`src/rtl/keypad_entry.sv`:
```
// Keypad digit entry for the M:ST:SO countdown timer. Decodes one-hot keys,
// shifts accepted digits into the entry register and issues the timer load strobe.
module keypad_entry #(
    parameter int DIGIT_W = 4,
    parameter int KEYS    = 10
) (
    input  logic               clock,
    input  logic               clrn,
    input  logic [KEYS-1:0]    keypad,
    input  logic               startn,
    input  logic               cleark,
    input  logic               entry_en,
    output logic [DIGIT_W-1:0] sec_ones,
    output logic [DIGIT_W-1:0] sec_tens,
    output logic [DIGIT_W-1:0] mins,
    output logic               loadn,
    output logic               pressed,
    output logic               err
);

    // state   | meaning
    // IDLE    | waiting for a valid key or a start edge
    // CAPTURE | latched digit evaluated, shift or reject this cycle
    // RELEASE | waiting for all keys to be released
    typedef enum logic [1:0] {IDLE, CAPTURE, RELEASE} state_t;

    localparam int CNT_W = $clog2(KEYS + 1);

    state_t             state, state_nxt;
    logic [DIGIT_W-1:0] digit;
    logic [DIGIT_W-1:0] key_val;
    logic [CNT_W-1:0]   key_cnt;
    logic               key_valid;
    logic               startn_q;
    logic               start_evt;
    logic               nonzero;
    logic               shift_en;

    always_comb begin
        key_val = '0;
        key_cnt = '0;
        for (int k = 0; k < KEYS; k++) begin
            if (keypad[k]) begin
                key_val = DIGIT_W'(k);
                key_cnt = key_cnt + CNT_W'(1);
            end
        end
        key_valid = (key_cnt == CNT_W'(1));
    end

    assign start_evt = startn_q && !startn && entry_en && (state == IDLE);
    assign nonzero   = |{mins, sec_tens, sec_ones};

    always_ff @(posedge clock) begin
        if (!clrn) state <= IDLE;
        else       state <= state_nxt;
    end

    always_comb begin
        state_nxt = state;
        if (!entry_en) begin
            state_nxt = IDLE;
        end else begin
            case (state)
                IDLE: begin
                    // a start edge wins over a simultaneous key, but the key must still be released
                    if (start_evt && key_valid) state_nxt = RELEASE;
                    else if (key_valid)         state_nxt = CAPTURE;
                end
                CAPTURE: state_nxt = RELEASE;
                RELEASE: if (keypad == '0) state_nxt = IDLE;
                default: state_nxt = IDLE;
            endcase
        end
    end

    // pulses are gated by clrn so an aborted capture produces no visible pulse
    always_comb begin
        pressed  = 1'b0;
        err      = 1'b0;
        shift_en = 1'b0;
        if ((state == CAPTURE) && entry_en && clrn) begin
            if (sec_ones > DIGIT_W'(5)) begin
                err = 1'b1;
            end else begin
                pressed  = 1'b1;
                shift_en = 1'b1;
            end
        end
    end

    always_ff @(posedge clock) begin
        if (!clrn) begin
            sec_ones <= '0;
            sec_tens <= '0;
            mins     <= '0;
            digit    <= '0;
            loadn    <= 1'b1;
            startn_q <= 1'b1;
        end else begin
            startn_q <= startn;
            loadn    <= !(start_evt && nonzero && !cleark);
            if ((state == IDLE) && entry_en && key_valid) digit <= key_val;
            // the timer samples the digits during the loadn-low cycle, so clear one cycle later
            if (cleark || !loadn) begin
                sec_ones <= '0;
                sec_tens <= '0;
                mins     <= '0;
            end else if (shift_en) begin
                mins     <= sec_tens;
                sec_tens <= sec_ones;
                sec_ones <= digit;
            end
        end
    end

endmodule

```
`config.mk`:
```
export PLATFORM = sky130hd
export DESIGN_NAME = keypad_entry
export DESIGN_NICKNAME = d
export VERILOG_FILES = /design/src/rtl/keypad_entry.sv
export SDC_FILE = /design/constraint.sdc
export NUM_CORES = 1
export LEC_CHECK = 0
export CORE_MARGIN = 2
export CORE_UTILIZATION = 46
export CTS_CLUSTER_SIZE = 28
export DETAILED_ROUTE_END_ITERATION = 10
export GPL_TIMING_DRIVEN = 0
export PLACE_DENSITY = 0.76
export SYNTH_ARGS = -nofsm -noshare
export SYNTH_HDL_FRONTEND = slang
export SYNTH_SLANG_ARGS = --single-unit
```
`constraint.sdc`:
```
create_clock -name clock -period 6.22 [get_ports clock]
set_input_delay 1.555 -clock clock [delete_from_list [all_inputs] [get_ports clock]]
set_output_delay 1.555 -clock clock [all_outputs]
set_load 0.005 [all_outputs]
```
Word-level counts from Yosys, hierarchy flattened
Cells that the tools add are included.
{ "word_totals": {"reg_bits": 20, "in_bits": 15, "out_inout_bits": 15, "elab_cells": 71} }
{ "classes": {"n_addsub": 9, "n_reduce_logical": 21, "mux": 27, "bitwise_logic": 1, "n_lt_le_gt_ge": 1, "n_eq_ne": 5} }
{ "op_table": {"columns": ["op", "n"], "rows": [
  ["two-way mux 4 bit", 17],
  ["adder 4 x 1 -> 4 bit, second input constant", 9],
  ["OR reduction 12 bit", 1],
  ["logical AND 1 bit", 10],
  ["logical NOT 10 bit", 1],
  ["two-way mux 1 bit", 6],
  ["two-way mux 2 bit", 3],
  ["one-hot mux 2 bit (3 select lines)", 1],
  ["equality test 4 x 1 -> 1 bit, second input constant", 1],
  ["greater-than comparator 4 x 3 -> 1 bit, second input constant", 1],
  ["logical NOT 1 bit", 4],
  ["AND reduction 2 bit", 2],
  ["!= test 3 x 2 -> 1 bit, second input constant", 1],
  ["equality test 2 x 1 -> 1 bit, second input constant", 1],
  ["equality test 2 bit, second input constant", 1],
  ["logical NOT 2 bit", 1],
  ["!= test 2 bit, second input constant", 1],
  ["OR reduction 2 bit", 1],
  ["logical OR 1 bit", 1],
  ["inverter 1 bit", 1]
]} }

Longest topological paths before layout
Gate-level depths: netlist of run 1.
{ "depth": {"ltp_word": 23, "ltp_mapped": 32, "ltp_nobuf": 32} }

Worst setup path before layout of run 1
OpenSTA, ideal clock, no wires.
{ "synth_timing": {"path_type": "input-to-reg", "start": "input keypad[0]", "end": "register digit[2]", "path_stages": 31, "required_time_ns": 6.148, "path_slack_ns": -0.323, "t_arrival_ns": 6.471, "path_buffers": 0, "setup_time_ns": 0.072, "path_cell_list": "inv_1 > ha_1 > xor2_2 > ha_1 > nand2_1 > o31ai_1 > ha_1 > nand2b_1 > o21a_1 > ha_1 > mux2i_1 > or2_2 > inv_1 > ha_1 > nand2_1 > o21ai_0 > ha_1 > nand2b_1 > o31a_1 > and2_1 > ha_1 > nor2b_1 > nor2_1 > ha_1 > xor2_1 > xnor2_1 > nand3b_1 > o22ai_1 > nand2_1 > nor2_4 > mux2i_1"} }
{ "synth_via": {"elab_chain_cells": 21} }
{ "synth_lines": {"columns": ["element", "line_no", "text"], "rows": [
  ["start, declared", "9", "input logic [KEYS-1:0] keypad,"],
  ["two-way mux 1 bit *", "43", "if (keypad[k]) begin"],
  ["adder 4 x 1 -> 4 bit", "45", "key_cnt = key_cnt + CNT_W'(1);"],
  ["two-way mux 4 bit *", "43", null],
  ["adder 4 x 1 -> 4 bit", "45", null],
  ["two-way mux 4 bit *", "43", null],
  ["adder 4 x 1 -> 4 bit", "45", null],
  ["two-way mux 4 bit *", "43", null],
  ["adder 4 x 1 -> 4 bit", "45", null],
  ["(+5 left out)", null, null],
  ["adder 4 x 1 -> 4 bit", "45", null],
  ["two-way mux 4 bit *", "43", null],
  ["adder 4 x 1 -> 4 bit", "45", null],
  ["two-way mux 4 bit *", "43", null],
  ["adder 4 x 1 -> 4 bit", "45", null],
  ["two-way mux 4 bit *", "43", null],
  ["equality test 4 x 1 -> 1 bit *", "48", "key_valid = (key_cnt == CNT_W'(1));"],
  ["logical AND 1 bit *", "103", "if ((state == IDLE) && entry_en && key_valid) digit <= key_val;"],
  ["end signal, assigned", "103", null],
  ["end, declared", "30", "logic [DIGIT_W-1:0] digit;"]
]} }
Mark *: on every way between the ends. The rest lies on a longest branch, timed or not.
A chain may end at the register's enable or synchronous reset.

Worst setup path in the final report of run 1
{ "layout_timing": {"start": "input keypad[0]", "end": "register digit[1]"} }
Same word-level chain as after synthesis.

==> summary.txt, run 1 <==
Synth
  – Post-synth top area share: 27.5%
  – Yosys warns: 0
  – Ys async rst share: 0%
  – Main synth FF type: dfxtp_1
  – Synth Cell Area: 0.00146 mm2
  – Synth cell types: 40
  – Gate count of the mapped netlist: 182
  – Sequential element share of the synthesized area: 27.5%
  – Synth area leader: dfxtp_1
  – Top cells by area, synth: dfxtp_1 28%, nand2_1 8.8%, ha_1 7.7%
  – Post-synth top cells: 34 x nand2_1, 20 x dfxtp_1, 14 x a21oi_1, 12 x xnor2_1, 10 x nor2_1
  – Post-synth EDFFs: 0
  – Syn Area/Cell: 8.00 um2
  – Synthesized Nets: 206
  – Most numerous cell in the Yosys netlist: nand2_1
  – Seq cells post-synth: 20

Power
  – Net Sw Power: 185 uW
  – Leakage: 0.771 nW
  – Sw frac: 33.5%
  – Pwr Density: 266 mW/mm2
  – Seq pwr share: 24.6%
  – Post-layout power: 554 uW
  – Power Internal: 369 uW
  – Clock share of power: 18.5%
  – Power share of the combinational group: 56.9%
  – Max VDD drop: 178 uV

STA
  – RSZ-0062 raised after global routing: yes
  – Final setup fails: 0
  – Worst rel slew slack: 62.8%
  – Fmax: 0.163 GHz
  – Final Slew Violations: 0
  – Endpoints failing hold: 0
  – Setup TNS: 0 ps
  – Clock Skew: 5.05 ps
  – Min cycle time layout: 6140 ps
  – Worst Tran Pin Value: 555 ps
  – Worst Slack Setup Final: 75.2 ps
  – Fin crit share: 98.8%

GRT
  – Met2 Use GR: 37.6%
  – First-pass GRT wire length: 5520 um
  – Met1 Track Usage GR: 23.8%
  – GR Overflow Total: 0
  – All-layer global routing usage: 19.6%
  – Met3 Resource Use GR: 0.649%
  – Gr busiest metal: met2
  – Number of global-route vias before repair: 1338
  – Largest net degree at the start of global routing: 13
  – Initial antenna violation count: 0

Critical path
  – Worst Setup Start Kind: input pin
  – Most common cell on crit path: ha_4
  – Levels on crit path: 32
  – Arr. time, crit path: 6370 ps
  – Worst-case reg-to-reg path depth: 6
  – WS Path Type: in -> reg
  – Max incr delay on CP: 290 ps
  – CP max stage cell: ha_1
  – CP Capture Type: flip-flop
  – CP Max Fanout: 4
  – Worst path bufs/invs: 3
  – CP required: 6450 ps
  – Delay-heaviest family, CP: adder cells

Floorplanning
  – Die extent in y: 60.2 um
  – I/O pins: 30
  – Core area: 0.00303 mm2
  – Die ar.: 0.00363 mm2
  – Row Count: 20
  – Effective utilization at floorplan: 48.1%
  – Horiz. Die Dim: 60.2 um

Min path
  – Hold Path Depth: 2
  – Hold Path Class: reg -> reg

Routing
  – Drt via density: 5.11
  – Drt drc: 0
  – Antenna Nets Post-Route: 0
  – Final WL: 3350 um
  – DR vias: 1365
  – Avg WL per Cell: 12.6 um
  – Drt pass-1 iters: 4
  – Initial DRC count: 50

Placement
  – GP Congestion: 0.840
  – PortBufs: 25
  – Detailed Place HPWL: 2560 um
  – Pre-CTS WS: -1170 ps

Status
  – Status: finished clean

Clock network
  – Clk_lat worst skew: 290 ps
  – H-tree depth: 1
  – CTS tree: yes
  – Clock buffer depth: 2
  – Clk root buf: clkbuf_4
  – Clk slew on worst S/H paths: 110 ps
  – TritonCTS Buffers: 3
  – Clk sinks: 20

Final layout
  – Ant diodes: 0
  – Final net count: 248
  – Area delta synth->final: 43.2%
  – Layout cell share with drive strength beyond 1: 21.5%
  – Layout Utilization: 68.8%

Flow run
  – Max Cap Viol: 0
## layer usage
| layer | part of all wire [%] | vias up | routed length (um) |
|---|---|---|---|
| li1 | - | 706 | - |
| met1 | 45 | 633 | 1510 |
| met2 | 51 | 24 | 1730 |
| met3 | 2.7 | 2 | 91 |
| met4 | 0.60 | 0 | 20 |
| met5 | 0 | - | 0 |
## path summary, 6_finish.rpt
| path | start | end | slack (ps) |
|---|---|---|---|
| setup / recovery | keypad[0] | digit[1] | 80 |
| hold / removal | digit[2] | sec_ones[2] | 460 |
| setup reg to reg | state[0] | sec_tens[2] | 4680 |
| hold reg to reg | digit[2] | sec_ones[2] | 460 |
## power by group through the flow
stage          Combinational [mW]  Clock (mW)  Sequential (mW)
6_report                    0.315       0.103            0.136
5_1_grt                     0.345       0.110            0.137
4_1_cts                     0.291       0.106            0.136
3_5_place_dp                0.244           0            0.139
3_3_place_gp                0.230           0            0.139
2_1_floorplan               0.201           0            0.138
## worst register-to-register path, stage by stage (launching register included)
cell	delay [ps]
dfxtp_1	360
nor2b_1	220
nand4_1	140
inv_1	130
clkbuf_1	380
nand2_1	130
a21oi_1	130
## registers in the layout, summed over array words and instances, names as in the netlist
| name | flops |
|---|---|
| sec_ones | 4 |
| mins | 4 |
| loadn | 1 |
| digit | 4 |
| sec_tens | 4 |
| startn_q | 1 |
| state | 2 |
## layout make-up
class / count / area [um2]
Fill cell: 256 / 945
Inverter: 8 / 45.0
Buffer: 8 / 30.0
Clock inverter: 1 / 30.0
Clock buffer: 3 / 22.5
Timing Repair Buffer: 37 / 344
Tap cell: 44 / 55.1
Sequential cell: 20 / 400
Multi-Input combinational cell: 146 / 1160
## logic make-up (layout without fill, tap and decap cells)
family                   Yosys count  count (layout)  synth area share (%)
XOR/XNOR                          22              22                  17.0
AO/OA/AOI/OAI                     32              32                  13.4
multiplexers                       6               6                  4.13
buffers and inverters             16              57                  4.13
AND/OR/NAND/NOR                   77              77                  26.1
flip-flops                        20              20                  27.5
adder cells (fa/ha/maj)            9               9                  7.74
## cells in the final DEF (no fill, tap or decap), types with 2 or more instances in the layout
master,instances
nand2_1,31
clkdlybuf4s50_1,21
dfxtp_1,20
a21oi_1,14
xnor2_1,12
buf_4,12
clkbuf_1,8
nor2_1,8
mux2i_1,6
nand3_1,6
inv_1,5
o21ai_0,5
xor2_1,5
ha_4,5
nor2b_1,3
nand4_1,3
nor2_4,3
nor4_1,3
ha_1,3
clkbuf_4,3
and2_4,2
xnor2_2,2
inv_8,2
nand2_4,2
nand2b_4,2
nor3b_1,2
nand3b_1,2
nand2b_1,2
buf_8,2
## stage by stage
step	std cells	hold WS [ps]	cell area, um2
floorplan	182	432	1540
global placement	251	448	1850
detailed placement	251	448	1850
CTS	263	466	2020
global route	267	471	2080
finish	267	458	2080
## repair_timing
item | in CTS | in global routing
pin swaps | 14 | 3
resized for setup | 31 | 6
setup buffers | 8 | 4
hold buffers | 0 | 0
setup endpoints to repair | 6 | 6
(Power assumes the default switching activity.)
==> run 2: changes to the inputs <==
--- a/config.mk
+++ b/config.mk
@@ -7,6 +7,7 @@
 export LEC_CHECK = 0
 export CORE_MARGIN = 2
 export CORE_UTILIZATION = 46
+export CTS_CLUSTER_DIAMETER = 200
 export CTS_CLUSTER_SIZE = 28
 export DETAILED_ROUTE_END_ITERATION = 10
 export GPL_TIMING_DRIVEN = 0
==> results of run 2 <==
The final DEF is identical to that of run 1; final timing and power are the same.
